==> config.mk <==
export PLATFORM = sky130hd
export DESIGN_NAME = clk_ratio_meter
export DESIGN_NICKNAME = d
export VERILOG_FILES = /design/src/rtl/clk_ratio_meter.sv
export SDC_FILE = /design/constraint.sdc
export NUM_CORES = 1
export LEC_CHECK = 0
export ABC_AREA = 1
export CORE_ASPECT_RATIO = 2
export CORE_UTILIZATION = 40
export CTS_CLUSTER_DIAMETER = 50
export DETAILED_ROUTE_END_ITERATION = 6
export HOLD_SLACK_MARGIN = 0.02
export SLEW_MARGIN = 20
export SYNTH_ARGS = -nofsm -noshare
export SYNTH_HDL_FRONTEND = slang
export SYNTH_SLANG_ARGS = --single-unit
export TNS_END_PERCENT = 5
==> constraint.sdc <==
create_clock -name I_ref_clk -period 2.6 [get_ports I_ref_clk]
set_input_delay 0.39 -clock I_ref_clk [delete_from_list [all_inputs] [get_ports I_ref_clk]]
set_output_delay 0.39 -clock I_ref_clk [all_outputs]
set_load 0.02 [all_outputs]
==> src/rtl/clk_ratio_meter.sv <==
`timescale 1ns/1ps
`default_nettype none
// ============================================================================
// Module   : clk_ratio_meter
// Function : Measures high/low/total length of a divided clock in reference
//            cycles, with lock detection and a sticky overflow/no-clock flag.
// Revision : 1.0 - initial release
// ============================================================================
module clk_ratio_meter #(
    parameter int RATIO_WD    = 4,
    parameter int SYNC_STAGES = 2,
    parameter int LOCK_CNT    = 2
) (
    input  logic                I_ref_clk,
    input  logic                I_rst_n,
    input  logic                I_meas_en,
    input  logic                I_div_clk,
    output logic [RATIO_WD-1:0] O_ratio,
    output logic [RATIO_WD-1:0] O_high_cnt,
    output logic [RATIO_WD-1:0] O_low_cnt,
    output logic                O_valid,
    output logic                O_locked,
    output logic                O_err
);

    localparam logic [2:0] ST_IDLE = 3'd0;
    localparam logic [2:0] ST_ARM  = 3'd1;
    localparam logic [2:0] ST_HIGH = 3'd2;
    localparam logic [2:0] ST_LOW  = 3'd3;
    localparam logic [2:0] ST_ERR  = 3'd4;

    localparam logic [RATIO_WD:0] MAX_SUM = {1'b0, {RATIO_WD{1'b1}}};
    localparam logic [3:0]        LOCK_TH = 4'(LOCK_CNT);

    logic [SYNC_STAGES-1:0] sync_q;
    logic                   s_d;
    logic                   s;
    logic                   rise;
    logic                   fall;

    logic [2:0]             state;
    logic [2:0]             next_state;
    logic [RATIO_WD-1:0]    hcnt;
    logic [RATIO_WD-1:0]    lcnt;
    logic [RATIO_WD:0]      sum;
    logic                   at_max;
    logic [3:0]             match;
    logic [3:0]             match_nxt;

    logic                   start_high;
    logic                   start_low;
    logic                   inc_h;
    logic                   inc_l;
    logic                   capture;
    logic                   overflow;

    always_ff @(posedge I_ref_clk or negedge I_rst_n) begin
        if (!I_rst_n) begin
            sync_q <= '0;
            s_d    <= 1'b0;
        end else begin
            sync_q <= {sync_q[SYNC_STAGES-2:0], I_div_clk};
            s_d    <= s;
        end
    end

    assign s      = sync_q[SYNC_STAGES-1];
    assign rise   = s & ~s_d;
    assign fall   = ~s & s_d;
    assign sum    = {1'b0, hcnt} + {1'b0, lcnt};
    assign at_max = (sum == MAX_SUM);

    always_ff @(posedge I_ref_clk or negedge I_rst_n) begin
        if (!I_rst_n) begin
            state <= ST_IDLE;
        end else begin
            state <= next_state;
        end
    end

    always_comb begin
        next_state = state;
        if (!I_meas_en) begin
            next_state = ST_IDLE;
        end else begin
            case (state)
                ST_IDLE: next_state = ST_ARM;
                ST_ARM:  if (rise) next_state = ST_HIGH;
                ST_HIGH: begin
                    if (fall)        next_state = ST_LOW;
                    else if (at_max) next_state = ST_ERR;
                end
                ST_LOW: begin
                    if (rise)        next_state = ST_HIGH;
                    else if (at_max) next_state = ST_ERR;
                end
                ST_ERR:  if (rise) next_state = ST_HIGH;
                default: next_state = ST_IDLE;
            endcase
        end
    end

    // A rise coinciding with the saturation point completes the period.
    always_comb begin
        start_high = 1'b0;
        start_low  = 1'b0;
        inc_h      = 1'b0;
        inc_l      = 1'b0;
        capture    = 1'b0;
        overflow   = 1'b0;
        if (I_meas_en) begin
            case (state)
                ST_ARM, ST_ERR: start_high = rise;
                ST_HIGH: begin
                    start_low = fall;
                    inc_h     = ~fall & ~at_max;
                    overflow  = ~fall & at_max;
                end
                ST_LOW: begin
                    start_high = rise;
                    capture    = rise;
                    inc_l      = ~rise & ~at_max;
                    overflow   = ~rise & at_max;
                end
                default: ;
            endcase
        end
    end

    always_comb begin
        match_nxt = 4'd1;
        if ((match != 4'd0) && (sum[RATIO_WD-1:0] == O_ratio)) begin
            match_nxt = (match >= LOCK_TH) ? match : match + 4'd1;
        end
    end

    always_ff @(posedge I_ref_clk or negedge I_rst_n) begin
        if (!I_rst_n) begin
            hcnt       <= '0;
            lcnt       <= '0;
            match      <= 4'd0;
            O_ratio    <= '0;
            O_high_cnt <= '0;
            O_low_cnt  <= '0;
            O_valid    <= 1'b0;
            O_locked   <= 1'b0;
            O_err      <= 1'b0;
        end else if (!I_meas_en) begin
            hcnt       <= '0;
            lcnt       <= '0;
            match      <= 4'd0;
            O_ratio    <= '0;
            O_high_cnt <= '0;
            O_low_cnt  <= '0;
            O_valid    <= 1'b0;
            O_locked   <= 1'b0;
            O_err      <= 1'b0;
        end else begin
            O_valid <= 1'b0;

            if (start_high)  hcnt <= {{(RATIO_WD-1){1'b0}}, 1'b1};
            else if (inc_h)  hcnt <= hcnt + 1'b1;

            if (start_high)     lcnt <= '0;
            else if (start_low) lcnt <= {{(RATIO_WD-1){1'b0}}, 1'b1};
            else if (inc_l)     lcnt <= lcnt + 1'b1;

            if (capture) begin
                O_ratio    <= sum[RATIO_WD-1:0];
                O_high_cnt <= hcnt;
                O_low_cnt  <= lcnt;
                O_valid    <= 1'b1;
                match      <= match_nxt;
                O_locked   <= (match_nxt >= LOCK_TH);
            end

            if (overflow) begin
                O_err    <= 1'b1;
                O_locked <= 1'b0;
                match    <= 4'd0;
            end
        end
    end

endmodule
`default_nettype wire

; ---- Yosys cells after proc, flatten, opt, wreduce, memory -nomap -nowiden
; Cells that the tools add are included.
[totals]
word_cells = 89
ff_bits = 33
latch_bits = 0
memories = 0
romBits = 0
output_inout_bits = 15
mem_bits_rw = 0
[op_classes]
order_cmp = 2
eq_ne = 12
add_sub_neg = 4
bitwise = 11
multipliers = 0
n_div = 0
n_reduce_logical = 5
mux = 43
shift = 0
[ops]
columns = operator, count
row1 = $mux W4, 18
row2 = $mux W1, 18
row3 = $mux W3, 5
row4 = $add A4 B1 Y4 const B, 3
row5 = $pmux W3 S4, 1
row6 = $ge A4 B2 Y1 const B, 2
row7 = $and A1 B1 Y1, 6
row8 = $eq A3 B2 Y1 const B, 2
row9 = $ne A3 B1 Y1 const B, 2
row10 = $add A4 B4 Y5, 1
row11 = $eq A5 B4 Y1 const B, 1
row12 = $not A1 Y1, 5
row13 = $eq A4 B4 Y1, 1
row14 = $ne A2 B1 Y1 const B, 2
row15 = $ne A4 B1 Y1 const B, 1
row16 = $reduce_bool A4 Y1, 1
row17 = $eq A3 B1 Y1 const B, 1
row18 = $eq A3 B3 Y1 const B, 1
row19 = $logic_not A3 Y1, 1
row20 = $ne A3 B2 Y1 const B, 1
row21 = $reduce_or A3 Y1, 1
row22 = $pmux W1 S2, 1
row23 = $reduce_or A2 Y1, 1
row24 = $logic_and A1 B1 Y1, 1

; ---- Depth between registers and ports, before layout
[depth]
depth_word = 10
mapped_depth = 12
mapped_depth_nobuf = 12

; ---- Worst setup path after synthesis
; OpenSTA, ideal clock, no wires.
[synth_timing]
kind = register to register
start = register hcnt[0]
end = register lcnt[0]
path_slack_ns = 0.587
arrival_time_ns = 1.896
path_stages_with_launch = 12
setup_ns = 0.117
synth_period_minus_slack_ns = 2.013
path_cell_list = dfrtp_1 ha_1 inv_1 fa_1 nor3_2 nand2_1 nor2_2 nand2_4 nand2_2 nand2_1 nand2_1 nand2_1
[synth_via]
elab_chain_len = 7
[synth_lines]
columns = item, line_no
row1 = "start, declared", 43  ; logic [RATIO_WD-1:0] hcnt;
row2 = "start signal, assigned", 161  ; if (start_high) hcnt <= {{(RATIO_WD-1){1'b0}}, 1'b1};
row3 = "start signal, assigned", 162  ; else if (inc_h) hcnt <= hcnt + 1'b1;
row4 = $add A4 B4 Y5, 70  ; assign sum = {1'b0, hcnt} + {1'b0, lcnt};
row5 = $eq A5 B4 Y1, 71  ; assign at_max = (sum == MAX_SUM);
row6 = $not A1 Y1, 122  ; inc_l = ~rise & ~at_max;
row7 = $and A1 B1 Y1, 122
row8 = $mux W1, 112  ; case (state)
row9 = $mux W1, 111  ; if (I_meas_en) begin
row10 = $ne A4 B1 Y1 (no line), n/a
row11 = "end signal, assigned", 165  ; else if (start_low) lcnt <= {{(RATIO_WD-1){1'b0}}, 1'b1};
row12 = "end signal, assigned", 166  ; else if (inc_l) lcnt <= lcnt + 1'b1;
row13 = "end, declared", 44  ; logic [RATIO_WD-1:0] lcnt;
; No other way between the ends.
; A chain may end at the register's enable or synchronous reset.

; ---- Worst setup path in the final report
[layout_timing]
start = register lcnt[0]
end = register match[0]
[layout_via]
elab_chain_len = 7
[layout_lines]
columns = item, line_no
row1 = $add A4 B4 Y5 (*), 70
row2 = $eq A5 B4 Y1 / $eq A4 B4 Y1 (equally long branches), "71, 132"
row3 = $and A1 B1 Y1 (tied with other cells), 123  ; overflow = ~rise & at_max;
row4 = $pmux W1 S2 / $mux W4 (equally long branches), "112, 132"
row5 = $mux W1 / $mux W4 (equally long branches), "111, 168"
row6 = $mux W4, 177  ; if (overflow) begin
row7 = $mux W4, 148  ; end else if (!I_meas_en) begin
row8 = "end signal, assigned", 173  ; match <= match_nxt;
row9 = "end, declared", 47  ; logic [3:0] match;
; Mark *: on every way between the ends. The rest lies on a longest branch, timed or not. The select of a mux whose other input is x is not followed.

==> out/qor.csv <==
metric,value,unit
status,completed,
wl_per_cell,13.58,um
grt_pass1_wl,7120,um
netlist_area,1918,um2
fin_nets,270,
row_count,35,
coreArea,4598,um2
final_cell_mix,"nand2_1, inv_1, dfrtp_1",
p_seq_share,48.7,%
synthesis.instances,232,
met3WireLength,83,um
synth_cell_types,33,
grt_pass1_vias,1601,
setup_tns,0,ns
cts_resized,0,
synth_area_leaders,"dfrtp_1, nand2_1, inv_1",
hpwl,3383,um
final_common_cell,nand2_1,
boundaryPins,19,
setup_viol,0,
dp_cells,304,
die_width,50.97,um
path_clk_slew,0.06,ns
tightest_slew,0.4046,ns
critPathCaptureType,flip-flop,
fin_crit,2.272,ns
synth_nets,246,
antenna_found_initial,0,
insertion_delay,0.28,ns
placed_area,2156,um2
worst_setup_path_start_kind,flip-flop,
yosysSeqAreaShare,43.05,%
power_density,527.7,nW/um2
peakVddDrop,0.0003392,V
drc_errors,0,
timing_worst_setup_path_type,reg -> reg,
wl_met1,1531,um
grt_max_degree,34,
fin_skew,0.001092,ns
cts_root_buf,clkbuf_8,
post-synth-top-area-cell,dfrtp_1,
drt_first_pass_iters,4,
io_buffer_count,18,
p_int,0.8270,mW
routabilityCongestion,0.8274,
finalNonFillerCells,311,
final_layout_size_suffix_gt1_share,10.55,%
ys_ff_latch,33,
maxSlewViolCount,0,
cts-hold-fix-buffers,0,
drv_cap,0,
cts_buffer_depth,2,
cts_setup_buffers,0,
clkPwrFrac,32.7,%
yosys.area.top_type_share,43.05,%
grt_overflow,0,
grt.total_usage,19.07,%
crit_fanout,6,
numCtsBuffers,5,
tritoncts,yes,
multi_input_area,934.6,um2
register_area,825.8,um2
p_switching,0.3561,mW
hold_violations,0,
power_frac_comb,18.6,%
met2_length,2388,um
swShare,30.10,%
finalInstanceArea,2242,um2
finalPower,1.183,mW
wirelength,4222,um
syn_avg_cell_area,8.268,um2
initial_core_util,41.71,%
arrival,2.45,ns
period_share,87.39,%
via_per_inst,5.090,
yosys_warnings,0,
required,2.78,ns
n_antenna_cell,0,
antenna_left,0,
p_leak,1.136,nW
final_util,48.76,%
fillers,463,
max_clock_freq,440.1,MHz
clock-sinks,33,
syn_to_final_growth,16.89,%
hold_class,reg -> reg,
highest_layer,met4,
vias,1583,
max_slew_margin,72.82,%
first_iter_violations,24,
die_h,99.93,um
rsz0062_at_grt,false,
dieArea,5093,um2
cts_max_level,2,
-- power groups by stage --
stage          logic [mW]  clock network [mW]  registers [mW]
3_5_place_dp        0.222                   0           0.585
3_3_place_gp        0.224                   0           0.585
6_report            0.220               0.387           0.576
2_1_floorplan       0.167                   0           0.575
5_1_grt             0.252               0.416           0.580
4_1_cts             0.224               0.397           0.576
-- cells by family (layout without fill, tap and decap cells) --
group / after synthesis / after routing / synth area share [%]
xor+xnor: 9 / 9 / 4.110
simple gates: 107 / 107 / 27.07
buf+inv: 38 / 62 / 8.219
flops: 33 / 33 / 43.05
fa+ha+maj: 10 / 10 / 6.915
compound gates: 35 / 35 / 10.63
-- cell usage after synthesis, drive strengths merged --
| cell | n |
|---|---|
| a22o | 3 |
| nor2 | 12 |
| nor3 | 3 |
| o21bai | 1 |
| inv | 35 |
| nand2 | 62 |
| o21ai | 18 |
| a21boi | 1 |
| nand4 | 6 |
| a21oi | 11 |
| nand3 | 20 |
| nand3b | 1 |
| xor2 | 7 |
| ha | 9 |
| o22ai | 1 |
| xnor2 | 2 |
| clkbuf | 1 |
| or2 | 2 |
| and2 | 1 |
| buf | 2 |
| dfrtp | 33 |
| fa | 1 |
-- path summary, 6_finish.rpt --
check	start	to	slack [ns]	depth (start not counted)
setup / recovery	lcnt[0]	match[0]	0.33	11
hold / removal	sync_q[0]	sync_q[1]	0.36	0
setup reg to reg	lcnt[0]	match[0]	0.33	11
hold reg to reg	sync_q[0]	sync_q[1]	0.36	0
max in group asynchronous	I_rst_n	sync_q[1]	1.80	2
min in group asynchronous	I_rst_n	O_valid	0.50	2
-- per-stage QoR --
step | hold slack [ns] | setup WS [ns]
2_1_floorplan | 0.09441 | 0.5875
5_1_grt | 0.3720 | 0.1280
4_1_cts | 0.3622 | 0.3150
3_5_place_dp | 0.3372 | 0.3220
6_report | 0.3557 | 0.3279
3_3_place_gp | 0.3367 | 0.3563
-- layer usage --
layer  vias up  track usage (%)
li1        795                -
met1       743            17.67
met2        26            34.92
met3        19            3.030
met4         0            14.96
met5         -                0
-- layout make-up --
class | instances | area share, %
Tap cell | 55 | 3.069
Sequential cell | 33 | 36.83
Inverter | 35 | 5.859
Multi-Input combinational cell | 161 | 41.69
Timing Repair Buffer | 20 | 8.705
Clock buffer | 7 | 3.850
-- critical path: stages (launching register included) --
cell     delay, ns
dfrtp_1       0.46
ha_1          0.23
inv_1         0.07
fa_1          0.50
nor3_2        0.19
nand2_1       0.08
nor2_2        0.18
nand3_1       0.16
nand2_1       0.12
inv_1         0.08
nand2_1       0.06
nand2_1       0.05
-- sequential cells by signal, indices dropped and copies added (netlist names) --
signal and cells:
s_d 1, O_err 1, state 3, hcnt 4, O_valid 1, O_high_cnt 4
sync_q 2, lcnt 4, O_ratio 4, O_locked 1, O_low_cnt 4, match 4
Note: power is estimated with default switching activity, not from simulation.
